**config.mk**
```make
export PLATFORM = sky130hd
export DESIGN_NAME = yutorina_spm_dumper_flat
export DESIGN_NICKNAME = d
export VERILOG_FILES = /design/src/rtl/yutorina_spm_dumper_if.sv /design/src/rtl/yutorina_spm_dumper.sv /design/src/flat_wrapper.sv
export SDC_FILE = /design/constraint.sdc
export NUM_CORES = 1
export LEC_CHECK = 0
export CAP_MARGIN = 20
export CORE_UTILIZATION = 30
export CTS_CLUSTER_SIZE = 10
export DETAILED_ROUTE_END_ITERATION = 6
export SLEW_MARGIN = 20
export SYNTH_ARGS = -nofsm -noshare
export SYNTH_HDL_FRONTEND = slang
export SYNTH_SLANG_ARGS = --single-unit
```
**constraint.sdc**
```tcl
create_clock -name clock -period 2.75 [get_ports clock]
set_clock_uncertainty 0.05 [all_clocks]
set_input_delay 0.55 -clock clock [delete_from_list [all_inputs] [get_ports clock]]
set_output_delay 0.55 -clock clock [all_outputs]
set_load 0.01 [all_outputs]
```
**src/rtl/yutorina_spm_dumper_if.sv**
```systemverilog
// Control, SPM port-B and byte-stream signals of the SPM dumper.
// The master modport is the dumper's view; slave is the surrounding system.
interface yutorina_spm_dumper_if #(
   parameter int ADDR_W = 12
);
   logic              start;
   logic [ADDR_W-1:0] start_addr;
   logic [ADDR_W:0]   word_count;
   logic              busy;
   logic              done;
   logic [ADDR_W-1:0] spm_addr;
   logic              spm_rd_en;
   logic [31:0]       spm_rd_data;
   logic [7:0]        byte_data;
   logic              byte_valid;
   logic              byte_ready;

   modport master (
      input  start, start_addr, word_count, spm_rd_data, byte_ready,
      output busy, done, spm_addr, spm_rd_en, byte_data, byte_valid
   );

   modport slave (
      output start, start_addr, word_count, spm_rd_data, byte_ready,
      input  busy, done, spm_addr, spm_rd_en, byte_data, byte_valid
   );
endinterface

```
**src/rtl/yutorina_spm_dumper.sv**
```systemverilog
// Reads a word range from SPM port B and streams it out MSB-first as bytes.
// Define YUTORINA_DUMP_CHECKSUM_EN to append an 8-bit running-sum trailer byte.
module yutorina_spm_dumper #(
   parameter int ADDR_W = 12
) (
   input  logic                  clock,
   input  logic                  reset,
   yutorina_spm_dumper_if.master bus
);

   typedef enum logic [2:0] {
      S_IDLE  = 3'd0,
      S_READ  = 3'd1,
      S_WAIT  = 3'd2,
      S_SEND  = 3'd3,
`ifdef YUTORINA_DUMP_CHECKSUM_EN
      S_TRAIL = 3'd4,
`endif
      S_DONE  = 3'd5
   } state_t;

   state_t            state, state_nxt;

   logic [ADDR_W-1:0] addr, addr_nxt;
   logic [ADDR_W:0]   remain, remain_nxt;
   logic [23:0]       sh, sh_nxt;
   logic [1:0]        idx, idx_nxt;

   logic              busy_r, busy_nxt;
   logic              done_r, done_nxt;
   logic              spm_rd_en_r, spm_rd_en_nxt;
   logic [ADDR_W-1:0] spm_addr_r, spm_addr_nxt;
   logic [7:0]        byte_data_r, byte_data_nxt;
   logic              byte_valid_r, byte_valid_nxt;
`ifdef YUTORINA_DUMP_CHECKSUM_EN
   logic [7:0]        sum, sum_nxt;
`endif

   logic              xfer;
   logic              last_word;

   assign xfer      = byte_valid_r && bus.byte_ready;
   assign last_word = (remain == (ADDR_W+1)'(1));

   always_ff @(posedge clock) begin
      if (reset) state <= S_IDLE;
      else       state <= state_nxt;
   end

   always_comb begin
      state_nxt = state;
      case (state)
         S_IDLE: begin
            if (bus.start) state_nxt = (bus.word_count == '0) ? S_DONE : S_READ;
         end
         S_READ: state_nxt = S_WAIT;
         S_WAIT: state_nxt = S_SEND;
         S_SEND: begin
            if (xfer && idx == 2'd3) begin
               if (!last_word) state_nxt = S_READ;
`ifdef YUTORINA_DUMP_CHECKSUM_EN
               else            state_nxt = S_TRAIL;
`else
               else            state_nxt = S_DONE;
`endif
            end
         end
`ifdef YUTORINA_DUMP_CHECKSUM_EN
         S_TRAIL: if (xfer) state_nxt = S_DONE;
`endif
         S_DONE:  state_nxt = S_IDLE;
         default: state_nxt = S_IDLE;
      endcase
   end

   // Next values of every registered output and of the word/byte bookkeeping.
   always_comb begin
      addr_nxt       = addr;
      remain_nxt     = remain;
      sh_nxt         = sh;
      idx_nxt        = idx;
      byte_data_nxt  = byte_data_r;
      byte_valid_nxt = byte_valid_r;
      spm_addr_nxt   = spm_addr_r;
`ifdef YUTORINA_DUMP_CHECKSUM_EN
      sum_nxt        = sum;
`endif
      case (state)
         S_IDLE: begin
            if (bus.start) begin
               addr_nxt   = bus.start_addr;
               remain_nxt = bus.word_count;
`ifdef YUTORINA_DUMP_CHECKSUM_EN
               sum_nxt    = 8'h00;
`endif
            end
         end
         S_WAIT: begin
            byte_data_nxt  = bus.spm_rd_data[31:24];
            sh_nxt         = bus.spm_rd_data[23:0];
            byte_valid_nxt = 1'b1;
            idx_nxt        = 2'd0;
         end
         S_SEND: begin
            if (xfer) begin
`ifdef YUTORINA_DUMP_CHECKSUM_EN
               sum_nxt = sum + byte_data_r;
`endif
               idx_nxt = idx + 2'd1;
               if (idx != 2'd3) begin
                  byte_data_nxt = sh[23:16];
                  sh_nxt        = {sh[15:0], 8'h00};
               end else begin
                  addr_nxt   = addr + ADDR_W'(1);
                  remain_nxt = remain - (ADDR_W+1)'(1);
`ifdef YUTORINA_DUMP_CHECKSUM_EN
                  // Valid stays high so the trailer follows with no bubble.
                  if (last_word) byte_data_nxt  = sum_nxt;
                  else           byte_valid_nxt = 1'b0;
`else
                  byte_valid_nxt = 1'b0;
`endif
               end
            end
         end
`ifdef YUTORINA_DUMP_CHECKSUM_EN
         S_TRAIL: if (xfer) byte_valid_nxt = 1'b0;
`endif
         default: ;
      endcase

      if (state_nxt == S_READ) spm_addr_nxt = addr_nxt;
      spm_rd_en_nxt = (state_nxt == S_READ);
      busy_nxt      = (state_nxt != S_IDLE) && (state_nxt != S_DONE);
      done_nxt      = (state_nxt == S_DONE);
   end

   always_ff @(posedge clock) begin
      if (reset) begin
         busy_r       <= 1'b0;
         done_r       <= 1'b0;
         spm_rd_en_r  <= 1'b0;
         spm_addr_r   <= '0;
         byte_data_r  <= 8'h00;
         byte_valid_r <= 1'b0;
`ifdef YUTORINA_DUMP_CHECKSUM_EN
         sum          <= 8'h00;
`endif
      end else begin
         busy_r       <= busy_nxt;
         done_r       <= done_nxt;
         spm_rd_en_r  <= spm_rd_en_nxt;
         spm_addr_r   <= spm_addr_nxt;
         byte_data_r  <= byte_data_nxt;
         byte_valid_r <= byte_valid_nxt;
`ifdef YUTORINA_DUMP_CHECKSUM_EN
         sum          <= sum_nxt;
`endif
      end
   end

   // Bookkeeping only matters once a start is accepted, so it needs no reset.
   always_ff @(posedge clock) begin
      addr   <= addr_nxt;
      remain <= remain_nxt;
      sh     <= sh_nxt;
      idx    <= idx_nxt;
   end

   assign bus.busy       = busy_r;
   assign bus.done       = done_r;
   assign bus.spm_rd_en  = spm_rd_en_r;
   assign bus.spm_addr   = spm_addr_r;
   assign bus.byte_data  = byte_data_r;
   assign bus.byte_valid = byte_valid_r;

endmodule

```
**src/flat_wrapper.sv**
```systemverilog
// flat-port wrapper written by rule: the top's interface ports become plain ports
module yutorina_spm_dumper_flat 
#(
   parameter int ADDR_W = 12
)
  (clock, reset, bus_start, bus_start_addr, bus_word_count, bus_spm_rd_data, bus_byte_ready, bus_busy, bus_done, bus_spm_addr, bus_spm_rd_en, bus_byte_data, bus_byte_valid);
  yutorina_spm_dumper_if #(.ADDR_W(ADDR_W)) bus_i ();
  input  logic clock;
  input  logic reset;
  input wire logic [$bits(bus_i.start)-1:0] bus_start;
  input wire logic [$bits(bus_i.start_addr)-1:0] bus_start_addr;
  input wire logic [$bits(bus_i.word_count)-1:0] bus_word_count;
  input wire logic [$bits(bus_i.spm_rd_data)-1:0] bus_spm_rd_data;
  input wire logic [$bits(bus_i.byte_ready)-1:0] bus_byte_ready;
  output wire logic [$bits(bus_i.busy)-1:0] bus_busy;
  output wire logic [$bits(bus_i.done)-1:0] bus_done;
  output wire logic [$bits(bus_i.spm_addr)-1:0] bus_spm_addr;
  output wire logic [$bits(bus_i.spm_rd_en)-1:0] bus_spm_rd_en;
  output wire logic [$bits(bus_i.byte_data)-1:0] bus_byte_data;
  output wire logic [$bits(bus_i.byte_valid)-1:0] bus_byte_valid;
  assign bus_i.start = bus_start;
  assign bus_i.start_addr = bus_start_addr;
  assign bus_i.word_count = bus_word_count;
  assign bus_i.spm_rd_data = bus_spm_rd_data;
  assign bus_i.byte_ready = bus_byte_ready;
  assign bus_busy = bus_i.busy;
  assign bus_done = bus_i.done;
  assign bus_spm_addr = bus_i.spm_addr;
  assign bus_spm_rd_en = bus_i.spm_rd_en;
  assign bus_byte_data = bus_i.byte_data;
  assign bus_byte_valid = bus_i.byte_valid;
  yutorina_spm_dumper #(.ADDR_W(ADDR_W)) u_core (.clock(clock), .reset(reset), .bus(bus_i));
endmodule
```
==> Implementation_results.wiki, run 1 <==
{| class="wikitable"
! Metric !! Value
|-
| Number of gates resized after cts || 0
|-
| Hold Slack || 0.4484 ns
|-
| Top cell family by delay on the critical path || buffers and inverters
|-
| WS Path Type || primary input to flip-flop
|-
| Slew @ Worst Pin || 0.7289 ns
|-
| LEAKAGE || 1.905 nW
|-
| Aggregate global-route resource usage || 15.10%
|-
| Rows || 39
|-
| Worst setup slack before clock tree synthesis || -0.03574 ns
|-
| Synthesized netlist net count || 440
|-
| Antenna violations before repair || 0
|-
| Floorplan die area || 12590 sq um
|-
| Unrepaired setup endpoints after global routing || no
|-
| Synth Area in Compound Gates || 16.87%
|-
| Number of buffers and inverters on the critical path || 3
|-
| Post-CTS repair timing setup buffer count || 0
|-
| Number of routed nets with antenna violations || 0
|-
| Number of DRC violations after detailed-routing iteration 0 || 168
|-
| Worst-path clk slew || 0.06 ns
|-
| Data arrival time of the critical path || 2.59 ns
|-
| Ant diodes || 0
|-
| Clock tree from TritonCTS || built
|-
| Violated checks || design-rule violations
|-
| Number of instances on the worst hold path || 2
|-
| H-Tree Level Count || 3
|-
| Max stage delay on crit path || 0.59 ns
|-
| Warnings from Yosys || 0
|-
| Main combinational cell family by area after synthesis || simple AND/OR/NAND/NOR gates
|-
| Crit-path slowest cell || sky130_fd_sc_hd__a21oi_1
|-
| Final critical-path required period || 2.427 ns
|-
| Critical path, cell by cell || clkdlybuf4s50_1, and3_1, a21oi_1, inv_1, buf_12, a21o_1, o311a_1
|-
| Mean Syn Cell Area || 9.713 sq um
|-
| Pin count of the biggest net entering global routing || 68
|-
| Instance count of the mapped netlist || 375
|-
| Overflow after GRT || 0
|-
| Asr flop ratio synth || 0%
|-
| Highest ir drop seen on vdd || 0.3186 mV
|-
| Number of flops mapped to enable cells by yosys || 39
|-
| Final Net Count || 526
|-
| Endpoints failing setup || 0
|-
| Portion of the post-synthesis area used by sequential elements || 53.59%
|-
| Netlist area before placement || 3642 sq um
|-
| Critical path fanouts, max || 25
|-
| Number of buffers added on ports || 84
|-
| Global-route wire length before repair || 14.92 mm
|-
| Hold buffer count at CTS || 0
|-
| Required time of the critical path || 2.92 ns
|-
| Fraction of the cycle the final worst path needs || 88.24%
|-
| CP Depth || 7
|-
| Worst Setup Start Kind || primary input
|-
| Library cell used as clock root buffer || sky130_fd_sc_hd__clkbuf_16
|-
| Maximum number of buffers from clock root to sink || 2
|-
| Dpl hpwl || 6.319 mm
|-
| RePlAce Congestion || 0.8367
|-
| Most used standard cells in the synthesized netlist || sky130_fd_sc_hd__nand2_1 (93), sky130_fd_sc_hd__dfxtp_1 (39), sky130_fd_sc_hd__edfxtp_1 (39)
|-
| Number of clock sinks || 78
|-
| Starting Density || 31.36%
|-
| Wire length reported by the detailed router || 9.218 mm
|-
| Average wire per standard cell || 15.14 um
|-
| Number of pins with negative max-slew slack in the final report || 0
|-
| Register-to-Register Path Depth || 7
|-
| Max Clock Freq || 0.4121 GHz
|-
| Simple-gate share of the synthesized area || 22.02%
|-
| Die boundary height || 112.2 um
|-
| Flop and latch count out of synthesis || 78
|-
| Biggest area contributors in the synthesized netlist || sky130_fd_sc_hd__edfxtp_1 (32%), sky130_fd_sc_hd__dfxtp_1 (21%), sky130_fd_sc_hd__nand2_1 (9.6%)
|-
| Proportion of synthesized area in mux cells || 0.2748%
|-
| Commonest register cell after synthesis || sky130_fd_sc_hd__edfxtp_1
|-
| Xor-xnor portion of the synthesized cell area || 2.405%
|-
| Post-Synth Adder-Cell Area || 1.374%
|-
| Power after layout || 3.174 mW
|-
| Headroom to the max-slew limit || 51.41%
|-
| Proportion of layout cells with a drive suffix above 1 || 7.296%
|-
| Maximum capacitance violations || 0
|-
| Cell variety after synth || 54
|-
| Most instantiated library cell after synthesis || sky130_fd_sc_hd__nand2_1
|-
| Worst-Skew Late Latency || 0.33 ns
|-
| Hold/Removal Path Class || flip-flop to flip-flop
|-
| Result of the run || complete, but fails checks
|-
| Remaining design rule violation count || 6
|-
| Total power density per cell area || 634.0 nW/um^2
|-
| Via count || 3050
|-
| Number of vias per cell || 5.008
|-
| Sort of element at the end of the critical path || flip-flop
|-
| Layout-stage area growth over the synthesis result || 37.44%
|-
| Post-synth top area share || 32.15%
|-
| Number of CTS-inserted buffers || 9
|-
| Total I/O pin count || 85
|-
| Fin Setup TNS || 0 ns
|-
| Horizontal die dimension || 112.2 um
|-
| Core region area || 11610 sq um
|-
| Number of iterations in the first detailed-routing pass || 6
|-
| Via count of the first global-routing pass || 3074
|-
| Setup ws final || 0.3233 ns
|-
| Final Hold Viols || 0
|-
| Cell taking the most area after synthesis || sky130_fd_sc_hd__edfxtp_1
|}
==> worst paths after layout <==
kind / startpoint / endpoint / slack, ns
worst max-delay path: bus_byte_ready / u_core.bus.spm_addr[6] / 0.32
worst min-delay path: u_core.bus.byte_data[5] / u_core.bus.byte_data[5] / 0.45
worst max register to register: u_core.idx[0] / u_core.bus.spm_addr[6] / 0.41
worst min register to register: u_core.bus.byte_data[5] / u_core.bus.byte_data[5] / 0.45
==> kinds of logic after synthesis <==
logic type | after synthesis
xor+xnor | 10
flops | 78
buf+inv | 28
mux | 1
compound gates | 82
fa+ha+maj | 4
simple gates | 172
==> placed cells by master (no fill, tap or decap), types with 2 or more instances in the layout <==
master and count:
sky130_fd_sc_hd__a21o_1 11, sky130_fd_sc_hd__a21oi_1 6, sky130_fd_sc_hd__a221o_1 4, sky130_fd_sc_hd__a22oi_1 2, sky130_fd_sc_hd__a311oi_1 8, sky130_fd_sc_hd__a31oi_1 4
sky130_fd_sc_hd__a41oi_1 3, sky130_fd_sc_hd__and2_1 10, sky130_fd_sc_hd__and3_1 4, sky130_fd_sc_hd__and4_1 2, sky130_fd_sc_hd__buf_12 3, sky130_fd_sc_hd__buf_4 11
sky130_fd_sc_hd__clkbuf_16 9, sky130_fd_sc_hd__clkdlybuf4s50_1 84, sky130_fd_sc_hd__clkinv_4 4, sky130_fd_sc_hd__dfxtp_1 39, sky130_fd_sc_hd__edfxtp_1 39, sky130_fd_sc_hd__ha_1 4
sky130_fd_sc_hd__inv_1 4, sky130_fd_sc_hd__nand2_1 93, sky130_fd_sc_hd__nand2b_1 2, sky130_fd_sc_hd__nand3_1 5, sky130_fd_sc_hd__nand4_1 4, sky130_fd_sc_hd__nor2_1 24
sky130_fd_sc_hd__nor3_1 12, sky130_fd_sc_hd__nor4_1 7, sky130_fd_sc_hd__o21ai_0 19, sky130_fd_sc_hd__o311a_1 10, sky130_fd_sc_hd__o311ai_0 4, sky130_fd_sc_hd__xnor2_1 7
sky130_fd_sc_hd__xor2_1 3
==> worst min-delay path: cells and delay by family, from the launching register on <==
kind / cells / cell delay (ns)
flip-flops: 1 / 0.31
AND/OR/NAND/NOR: 1 / 0.09
AO/OA/AOI/OAI: 1 / 0.05
==> final cells by class <==
cell class / instances / area (sq um)
Tap cell: 143 / 178.9
Inverter: 5 / 18.77
Timing Repair Buffer: 98 / 983.4
Multi-Input combinational cell: 269 / 1572
Fill cell: 1164 / 6608
Clock inverter: 6 / 72.57
Sequential cell: 78 / 1952
Clock buffer: 10 / 229.0
==> sequential cells by signal, indices dropped and copies added, names as in the netlist <==
name                   count
u_core.bus.busy            1
u_core.sh                 24
u_core.idx                 2
u_core.bus.done            1
u_core.remain             13
u_core.bus.spm_rd_en       1
u_core.state               3
u_core.bus.spm_addr       12
u_core.bus.byte_data       8
u_core.addr               12
u_core.bus.byte_valid      1
==> per-stage QoR <==
step,instance area [sq um],util [%],std cells
2_1_floorplan,3642,-,375
3_3_place_gp,4705,40.51,593
3_5_place_dp,4705,40.51,593
4_1_cts,5006,43.10,609
5_1_grt,5006,43.10,609
6_report,5006,43.10,609
==> power breakdown <==
part | switching [mW] | internal, mW
Sequential | 0.101 | 1.36
Combinational | 0.241 | 0.281
Clock | 0.484 | 0.710
==> layer usage <==
metal / GRT usage [%] / up-vias / routed length [um] / share of wire [%]
li1: - / 1543 / - / -
met1: 18.82 / 1422 / 4319 / 47
met5: 0 / - / 0 / 0
met2: 25.34 / 76 / 4238 / 46
met3: 3.888 / 9 / 565 / 6.1
met4: 5.333 / 0 / 94 / 1.0
Note: power is estimated with default switching activity, not from simulation.
==> inputs of run 2 (changes only) <==
Settings changed: CORE_MARGIN set to 2, DONT_BUFFER_PORTS set to 1.
==> Implementation_results.wiki, run 2 (same netlist as run 1, synthesis figures left out) <==
{| class="wikitable"
! Metric !! Value
|-
| Library cell used as clock root buffer || sky130_fd_sc_hd__clkbuf_16
|-
| Via count || 2801 (-8.2%)
|-
| Number of iterations in the first detailed-routing pass || 4 (-2)
|-
| Number of DRC violations after detailed-routing iteration 0 || 131 (-22%)
|-
| Dpl hpwl || 6.035 mm (-4.5%)
|-
| Number of buffers added on ports || 0 (-100%)
|-
| H-Tree Level Count || 3 (unchanged)
|-
| Number of gates resized after cts || 0 (unchanged)
|-
| Final Hold Viols || 0 (unchanged)
|-
| Hold buffer count at CTS || 0 (unchanged)
|-
| Slew @ Worst Pin || 0.7010 ns (-0.02795 ns)
|-
| Wire length reported by the detailed router || 8.699 mm (-5.6%)
|-
| Clock tree from TritonCTS || built
|-
| Rows || 40 (+2.6%)
|-
| Worst-Skew Late Latency || 0.33 ns (about the same)
|-
| Setup ws final || 0.4400 ns (+0.1167 ns)
|-
| RePlAce Congestion || 0.8769 (+4.8%)
|-
| Floorplan die area || 13040 sq um (+3.6%)
|-
| Critical path, cell by cell || and3b_1, buf_4, nand3_1, o311ai_0, o311a_1
|-
| Pin count of the biggest net entering global routing || 57 (-16%)
|-
| Max Clock Freq || 0.4329 GHz (+5.1%)
|-
| Critical path fanouts, max || 32 (+28%)
|-
| Maximum capacitance violations || 0 (unchanged)
|-
| Util after Layout || 34.09% (-9.0 points)
|-
| Worst setup slack before clock tree synthesis || 0.5289 ns (+0.5646 ns)
|-
| Number of vias per cell || 5.335 (+6.5%)
|-
| Fraction of the cycle the final worst path needs || 84.00% (-4.2 points)
|-
| Number of CTS-inserted buffers || 9 (unchanged)
|-
| Starting Density || 30.58% (-0.78 points)
|-
| Headroom to the max-slew limit || 53.27% (+1.9 points)
|-
| Horizontal die dimension || 114.2 um (+1.8%)
|-
| Post-CTS repair timing setup buffer count || 0 (unchanged)
|-
| Data arrival time of the critical path || 2.53 ns (-0.06 ns)
|-
| Largest register FFs || 24 (unchanged)
|-
| Overflow after GRT || 0 (unchanged)
|-
| Proportion of layout cells with a drive suffix above 1 || 7.407% (+0.11 points)
|-
| Result of the run || completed
|-
| Layout-stage area growth over the synthesis result || 11.47%
|-
| Fin Setup TNS || 0 ns (unchanged)
|-
| Final critical-path required period || 2.310 ns (-0.1167 ns)
|-
| Unrepaired setup endpoints after global routing || no
|-
| Most frequent standard cell in the layout excluding fill and tap cells || sky130_fd_sc_hd__nand2_1
|-
| Startpoint of the worst-slack reg-to-reg timing path || u_core.state[0]
|-
| Via count of the first global-routing pass || 2600 (-15%)
|-
| Top register by number of flip-flops || u_core.sh
|-
| Highest ir drop seen on vdd || 0.3417 mV (+7.2%)
|-
| Hold Slack || 0.2353 ns (-0.2131 ns)
|-
| Worst Setup Start Kind || flip-flop
|-
| Sort of element at the end of the critical path || flip-flop
|-
| Remaining design rule violation count || 0 (-6)
|-
| Aggregate global-route resource usage || 13.87% (-1.2 points)
|-
| WS Path Type || flip-flop to flip-flop
|-
| Number of buffers and inverters on the critical path || 1 (-2)
|-
| Endpoints failing setup || 0 (unchanged)
|-
| Largest regs || u_core.sh x24, u_core.remain x13
|-
| Worst setup startpoint || u_core.state[0]
|-
| Total I/O pin count || 85 (unchanged)
|-
| LEAKAGE || 1.543 nW (-19%)
|-
| Top cell family by delay on the critical path || compound AO/OA/AOI/OAI gates
|-
| Worst-path clk slew || 0.06 ns (about the same)
|-
| Number of clock sinks || 78 (unchanged)
|-
| Max stage delay on crit path || 0.51 ns (-0.08 ns)
|-
| Ant diodes || 0 (unchanged)
|-
| Required time of the critical path || 2.97 ns (+0.05 ns)
|-
| Core region area || 11910 sq um (+2.6%)
|-
| Number of pins with negative max-slew slack in the final report || 0 (unchanged)
|-
| Number of instances in the placed design || 509 (-14%)
|-
| Total power density per cell area || 707.9 nW/um^2 (+12%)
|-
| Number of routed nets with antenna violations || 0 (unchanged)
|-
| Cell Count, Final, Fillers Out || 525 (-14%)
|-
| Hold/Removal Path Class || primary input to flip-flop
|-
| Crit-path slowest cell || sky130_fd_sc_hd__dfxtp_1
|-
| Antenna violations before repair || 0 (unchanged)
|-
| Maximum number of buffers from clock root to sink || 2 (unchanged)
|-
| Commonest non-fill, non-tap cells in the layout || sky130_fd_sc_hd__nand2_1 (93), sky130_fd_sc_hd__dfxtp_1 (39), sky130_fd_sc_hd__edfxtp_1 (39), sky130_fd_sc_hd__nor2_1 (24), sky130_fd_sc_hd__o21ai_0 (19)
|-
| Beginning of the worst hold path || reset
|-
| Global-route wire length before repair || 13.88 mm (-7.0%)
|-
| Average wire per standard cell || 16.57 um (+9.5%)
|-
| Final Net Count || 438 (-17%)
|-
| Die boundary height || 114.2 um (+1.8%)
|}
-- run 2: worst paths after layout --
check	endpoint	slack [ns]	cells past startpoint
worst max-delay path	u_core.bus.spm_addr[10]	0.44	5
worst min-delay path	u_core.state[2]	0.24	1
worst max register to register	u_core.bus.spm_addr[10]	0.44	5
worst min register to register	u_core.sh[10]	0.46	2
-- run 2: routing by layer --
layer | share of wire, % | global-route usage (%) | up-vias
li1 | - | - | 1373
met1 | 47 | 19.52 | 1319
met2 | 44 | 19.48 | 95
met3 | 7.3 | 4.341 | 14
met4 | 2.0 | 6.098 | 0
met5 | 0 | 0 | -
-- run 2: stage by stage --
stage | area [sq um] | power [mW]
floorplan | 3642 | 1.737
global placement | 3801 | 1.821
detailed placement | 3801 | 1.835
CTS | 4060 | 2.906
global route | 4060 | 3.030
finish | 4060 | 2.874
-- run 2: area by class of cell --
| cell class | instances | area, sq um |
|---|---|---|
| Fill cell | 1223 | 7851 |
| Sequential cell | 78 | 1952 |
| Multi-Input combinational cell | 269 | 1572 |
| Clock buffer | 12 | 236.5 |
| Tap cell | 147 | 183.9 |
| Timing Repair Buffer | 10 | 75.07 |
| Clock inverter | 4 | 22.52 |
| Inverter | 5 | 18.77 |
-- run 2: worst register-to-register path: stages (launching register included) --
cell and delay (ns):
sky130_fd_sc_hd__dfxtp_1 0.51, sky130_fd_sc_hd__and3b_1 0.42, sky130_fd_sc_hd__buf_4 0.41, sky130_fd_sc_hd__nand3_1 0.20, sky130_fd_sc_hd__o311ai_0 0.44, sky130_fd_sc_hd__o311a_1 0.22
-- run 2: power breakdown --
part / switching (mW) / internal, mW / total (mW)
sequential: 0.124 / 1.36 / 1.48
combinational: 0.186 / 0.142 / 0.328
clock: 0.455 / 0.610 / 1.06
total: 0.765 / 2.11 / 2.87
